### src/rtl/fp_minmax_pkg.sv
// Shared types, constants and NaN test for the FP max/min reduction sequencer.
package fp_minmax_pkg;

  typedef enum logic [1:0] {
    IDLE  = 2'd0,
    ACCUM = 2'd1,
    DONE  = 2'd2
  } state_e;

  localparam logic        OP_MAX    = 1'b0;
  localparam logic        OP_MIN    = 1'b1;
  localparam logic [31:0] CANON_NAN = 32'h7FC0_0000;

  function automatic logic is_nan(input logic [31:0] x);
    return (x[30:23] == 8'hFF) && (x[22:0] != '0);
  endfunction

endpackage

### src/rtl/fp_order_cmp.sv
// Combinational binary32 ordering: sign first, then magnitude bits, with the
// magnitude sense inverted for negative operands. NaN operands compare false.
module fp_order_cmp
  import fp_minmax_pkg::*;
(
  input  logic [31:0] a,
  input  logic [31:0] b,
  output logic        a_lt_b,
  output logic        a_gt_b,
  output logic        a_nan,
  output logic        b_nan
);

  always_comb begin
    a_nan  = is_nan(a);
    b_nan  = is_nan(b);
    a_lt_b = 1'b0;
    a_gt_b = 1'b0;
    if (!a_nan && !b_nan) begin
      if (a[31] != b[31]) begin
        a_lt_b = a[31];
        a_gt_b = b[31];
      end else if (!a[31]) begin
        a_lt_b = (a[30:0] < b[30:0]);
        a_gt_b = (a[30:0] > b[30:0]);
      end else begin
        a_lt_b = (a[30:0] > b[30:0]);
        a_gt_b = (a[30:0] < b[30:0]);
      end
    end
  end

endmodule

### src/rtl/fp_minmax_reduce.sv
// Streaming FP max/min reduction: one binary32 element per cycle, returns the
// extremum and its index, skipping NaNs; all-NaN or empty vectors give CANON_NAN.
module fp_minmax_reduce
  import fp_minmax_pkg::*;
#(
  parameter int unsigned LEN_W = 8
) (
  input  logic             clk,
  input  logic             rst,
  input  logic             start_valid,
  output logic             start_ready,
  input  logic             op,
  input  logic [LEN_W-1:0] len,
  input  logic             in_valid,
  output logic             in_ready,
  input  logic [31:0]      in_data,
  output logic             res_valid,
  input  logic             res_ready,
  output logic [31:0]      res_data,
  output logic [LEN_W-1:0] res_idx,
  output logic             res_all_nan,
  output logic             busy
);

  state_e           state_q, state_d;
  logic             op_q, op_d;
  logic [LEN_W-1:0] len_q, len_d;
  logic [LEN_W-1:0] cnt_q, cnt_d;
  logic [31:0]      acc_q, acc_d;
  logic [LEN_W-1:0] idx_q, idx_d;
  logic             have_q, have_d;
  logic [31:0]      res_data_q, res_data_d;
  logic [LEN_W-1:0] res_idx_q, res_idx_d;
  logic             res_all_nan_q, res_all_nan_d;

  logic             x_lt_acc, x_gt_acc, x_nan, acc_nan;
  logic             cmd_fire, in_fire, last_elem, take;

  fp_order_cmp u_cmp (
    .a      (in_data),
    .b      (acc_q),
    .a_lt_b (x_lt_acc),
    .a_gt_b (x_gt_acc),
    .a_nan  (x_nan),
    .b_nan  (acc_nan)
  );

  always_ff @(posedge clk) begin
    if (rst) begin
      state_q       <= IDLE;
      op_q          <= OP_MAX;
      len_q         <= '0;
      cnt_q         <= '0;
      acc_q         <= '0;
      idx_q         <= '0;
      have_q        <= 1'b0;
      res_data_q    <= '0;
      res_idx_q     <= '0;
      res_all_nan_q <= 1'b0;
    end else begin
      state_q       <= state_d;
      op_q          <= op_d;
      len_q         <= len_d;
      cnt_q         <= cnt_d;
      acc_q         <= acc_d;
      idx_q         <= idx_d;
      have_q        <= have_d;
      res_data_q    <= res_data_d;
      res_idx_q     <= res_idx_d;
      res_all_nan_q <= res_all_nan_d;
    end
  end

  // Handshake-ready signals depend only on state (plus rst holding start_ready low).
  always_comb begin
    start_ready = (state_q == IDLE) && !rst;
    in_ready    = (state_q == ACCUM);
    res_valid   = (state_q == DONE);
    busy        = (state_q != IDLE);
    res_data    = res_data_q;
    res_idx     = res_idx_q;
    res_all_nan = res_all_nan_q;
  end

  always_comb begin
    cmd_fire  = start_valid && start_ready;
    in_fire   = in_valid && in_ready;
    last_elem = (cnt_q == (len_q - {{(LEN_W-1){1'b0}}, 1'b1}));
    state_d   = state_q;
    unique case (state_q)
      IDLE:    if (cmd_fire) state_d = (len == '0) ? DONE : ACCUM;
      ACCUM:   if (in_fire && last_elem) state_d = DONE;
      DONE:    if (res_ready) state_d = IDLE;
      default: state_d = IDLE;
    endcase
  end

  always_comb begin
    op_d          = op_q;
    len_d         = len_q;
    cnt_d         = cnt_q;
    acc_d         = acc_q;
    idx_d         = idx_q;
    have_d        = have_q;
    res_data_d    = res_data_q;
    res_idx_d     = res_idx_q;
    res_all_nan_d = res_all_nan_q;
    take          = !x_nan && (!have_q || acc_nan ||
                               ((op_q == OP_MAX) ? x_gt_acc : x_lt_acc));

    if (cmd_fire) begin
      op_d   = op;
      len_d  = len;
      cnt_d  = '0;
      acc_d  = '0;
      idx_d  = '0;
      have_d = 1'b0;
      if (len == '0) begin
        res_data_d    = CANON_NAN;
        res_idx_d     = '0;
        res_all_nan_d = 1'b1;
      end
    end else if (in_fire) begin
      cnt_d = cnt_q + {{(LEN_W-1){1'b0}}, 1'b1};
      if (take) begin
        acc_d  = in_data;
        idx_d  = cnt_q;
        have_d = 1'b1;
      end
      // Result registers capture the post-update accumulator so DONE needs no extra cycle.
      if (last_elem) begin
        res_data_d    = have_d ? acc_d : CANON_NAN;
        res_idx_d     = have_d ? idx_d : '0;
        res_all_nan_d = !have_d;
      end
    end
  end

endmodule

### config.mk
export PLATFORM = sky130hd
export DESIGN_NAME = fp_minmax_reduce
export DESIGN_NICKNAME = d
export VERILOG_FILES = /design/src/rtl/fp_minmax_pkg.sv /design/src/rtl/fp_order_cmp.sv /design/src/rtl/fp_minmax_reduce.sv
export SDC_FILE = /design/constraint.sdc
export NUM_CORES = 1
export LEC_CHECK = 0
export CAP_MARGIN = 20
export CORE_ASPECT_RATIO = 2
export CORE_MARGIN = 8
export CORE_UTILIZATION = 30
export CTS_BUF_LIST = sky130_fd_sc_hd__clkbuf_8
export DETAILED_ROUTE_END_ITERATION = 12
export PLACE_DENSITY_LB_ADDON = 0.05
export REMOVE_ABC_BUFFERS = 1
export SLEW_MARGIN = 25
export SYNTH_ARGS = -nofsm -noshare
export SYNTH_HDL_FRONTEND = slang
export SYNTH_HIERARCHICAL = 1
export SYNTH_SLANG_ARGS = --single-unit
### constraint.sdc
create_clock -name clk -period 8.32 [get_ports clk]
set_input_delay 1.664 -clock clk [delete_from_list [all_inputs] [get_ports clk]]
set_output_delay 1.664 -clock clk [all_outputs]
set_load 0.02 [all_outputs]
==> flow_summary.yaml <==
cells_and_area:
  syn_to_final_growth_pct: 24.55
  mostFrequentLayoutCells: "133 x nand2_1, 101 x dfxtp_1, 90 x clkdlybuf4s50_1"
  fillers: 1892
  num-nets-final: 820
  layout_commonest_cell: "nand2_1"
  layout-drive-gt1-share: 0.1034
  antenna_cells: 0
  utilization: 0.3761
  seq_area_mm2: 0.002022
  multi_input_area_mm2: 0.003113
global_routing:
  grt_start_max_net_pins: 66
  antenna_found_initial: 0
  grt_pass1_vias: 4772
  overflow: 0
  grt.total_usage: 0.1372
  grt_pass1_wl_um: 25620
critical_path:
  crit_family: "simple AND/OR/NAND/NOR gates"
  critPathRequiredTime_ns: 8.63
  rrSetupSlack_ns: 4.27
  worstReg2RegEnd: "acc_q[4]"
  crit_fanout: 39
  startpoint_type: "input pin"
  crit_path_top_delay_cell: "and2_2"
  path_class: "in -> reg"
  worstPathCellList: "clkdlybuf4s50_1 > ha_1 > nand4_2 > or4_4 > a211oi_2 > nor3_1 > a211oi_1 > mux2i_1 > a31oi_4 > and2_2 > nand2_1 > a21oi_1"
  critPathArrivalTime_ns: 5.75
  max_stage_delay_ns: 0.83
  cp-end-kind: "flip-flop"
  r2r-start: "acc_q[22]"
  ff2ff_path_depth: 12
  path_buf_inv: 1
hold_path:
  min_to: "idx_q[6]"
  hold_path_class: "reg -> reg"
  min_path_cells: 2
  hp-start: "idx_q[6]"
routing:
  ant_nets: 0
  vias: 4731
  dr_wl_met3_um: 692
  drtIter0Drc: 160
  met2WireLength_um: 7476
  m1WireLength_um: 7263
  wl_per_cell_um: 16.29
  avgViaCountPerCell: 4.923
  routed.top_layer: "met4"
  drc: 0
  wl_um: 15660
  dr.pass1.iters: 4
die:
  dieArea_mm2: 0.02299
  die_h_um: 206.6
  core_area_mm2: 0.01804
  initial_utilization: 0.3020
  die_x_um: 111.3
  io-pin-count: 91
  num_rows: 70
timing:
  rsz0062_at_grt: "no"
  hold_viol: 0
  fin_crit_sh: 0.6548
  worst_pin_slew_ns: 0.8709
  drv_slew: 0
  fin_skew_ns: 0.01134
  timing.setup.tns_ns: 0
  max_freq_ghz: 0.1836
  min_period_ns: 5.448
  slew_headroom: 0.4180
  setup_violations: 0
clock_tree:
  postCtsSetupBuffers: 0
  cts_made_buffers: 9
  cts.clk_slew.worst_paths_ns: 0.10
  postCtsResizedCells: 0
  clkSinkCount: 101
  postCtsHoldBufs: 0
  clk_latency_ns: 0.38
  cts_tree: "done"
  cts_max_level: 3
  clock_path_buffers: 2
  cts-root-buf: "clkbuf_8"
power:
  p_sw_uw: 275.1
  p_total_uw: 1031
  sequentialPowerShare: 0.487
  clkPwrFrac: 0.368
  p_leak_uw: 0.002346
  p_int_uw: 755.5
  pwr-share-comb: 0.145
  power.density_mw_per_mm2: 151.8
  ir_drop_v: 0.00006841
  swShare: 0.2669
logic_synthesis:
  ys_seq_area_frac: 0.3711
  ys_async_sr_fraction: 0
  ys_ff_latch: 101
  synth-warning-count: 6
  syn_inst: 673
  syn_avg_cell_area_um2: 8.097
  yosys.cell_types.count: 49
  yosys_most_used_dff: "dfxtp_1"
  syn_area_mm2: 0.005449
  synth_edf_count: 0
placement:
  dp_hpwl_um: 11050
  io_buffers: 90
  place_congestion: 0.7908
flow_run:
  drv_cap: 0
run_status:
  status: "complete, no violations"
==> cells in the mapped netlist (3+ instances only) <==
cell      number  area share
a211oi_1       5      0.0069
a21oi_1       54       0.050
a221oi_1       3      0.0048
a221oi_2      10       0.028
buf_1          3      0.0021
buf_2          3      0.0028
clkbuf_1      32       0.022
dfxtp_1      101        0.37
ha_1          33       0.076
inv_1         51       0.035
mux2_2        31       0.064
mux2i_1       11       0.020
nand2_1      133       0.092
nand2b_1       9       0.010
nand3_1       38       0.035
nand4_1       13       0.015
nor2_1        24       0.017
nor3_1        10      0.0092
nor4_1        13       0.015
o21ai_0       40       0.037
o31ai_1        7      0.0096
or4_1          3      0.0041
xnor2_1        7       0.011
xor2_1         7       0.011
==> sequential cells by signal, summed over array words and instances (netlist names) <==
| name | cells |
|---|---|
| res_idx | 8 |
| len_q | 8 |
| res_data | 32 |
| res_all_nan | 1 |
| have_q | 1 |
| state_q | 2 |
| idx_q | 8 |
| cnt_q | 8 |
| acc_q | 32 |
| op_q | 1 |
==> metal layers <==
| metal | GRT usage | vias up |
|---|---|---|
| met5 | 0 | - |
| met3 | 0.03588 | 11 |
| met4 | 0.04839 | 0 |
| met2 | 0.2259 | 77 |
| li1 | - | 2461 |
| met1 | 0.1688 | 2182 |
==> power by group through the flow <==
| stage | Clock, uW | Combinational [uW] | Sequential, uW |
|---|---|---|---|
| CTS | 397 | 152 | 502 |
| finish | 380 | 149 | 502 |
| global placement | 0 | 151 | 513 |
| floorplan | 0 | 86.3 | 510 |
| global route | 415 | 168 | 504 |
| detailed placement | 0 | 151 | 513 |
==> worst max-delay path by stage <==
| stage | start | to | slack (ns) | cells after the start |
|---|---|---|---|---|
| after floorplan | in_data[22] | acc_q[0] | 0.87 | 11 |
| after global placement | in_data[21] | acc_q[8] | 2.42 | 12 |
| after detailed placement | in_data[29] | acc_q[10] | 2.43 | 12 |
| after CTS | in_data[29] | acc_q[10] | 2.83 | 12 |
| after global routing | in_data[29] | acc_q[4] | 2.46 | 12 |
| final | in_data[29] | acc_q[4] | 2.87 | 12 |
==> through the flow <==
| stage | setup WS [ns] | cell area (um^2) | cells | hold WS (ns) |
|---|---|---|---|---|
| after detailed placement | 2.427 | 6550 | 946 | 0.4486 |
| after global routing | 2.463 | 6787 | 961 | 0.4829 |
| after global placement | 2.418 | 6550 | 946 | 0.4409 |
| after CTS | 2.827 | 6787 | 961 | 0.4637 |
| after floorplan | 0.8667 | 5280 | 633 | 0.4338 |
| final | 2.872 | 6787 | 961 | 0.4613 |
==> cells by family after synthesis <==
logic type / Yosys count / share of synthesized area
compound gates: 131 / 0.1520
fa+ha+maj: 33 / 0.07578
mux: 42 / 0.08427
flops: 101 / 0.3711
xor+xnor: 14 / 0.02250
buf+inv: 91 / 0.06613
simple gates: 261 / 0.2282
==> area by class of cell <==
class | instances | share of cell area
multi-input cells | 481 | 0.4587
flip-flops and latches | 101 | 0.2979
repair buffers | 97 | 0.1405
clock buffers | 9 | 0.01825
well taps | 216 | 0.03982
inverters | 51 | 0.02821
clock inverters | 6 | 0.01659
==> worst reg2reg max path: cells and delay by family, from the launching register on <==
kind                     cells  cell delay, ns
AND/OR/NAND/NOR              5            1.79
AO/OA/AOI/OAI                4            1.26
adder cells (fa/ha/maj)      1            0.31
flip-flops                   1            0.40
multiplexers                 1            0.16
buffers and inverters        1            0.06
No activity file was read; power rests on OpenSTA's default activity.
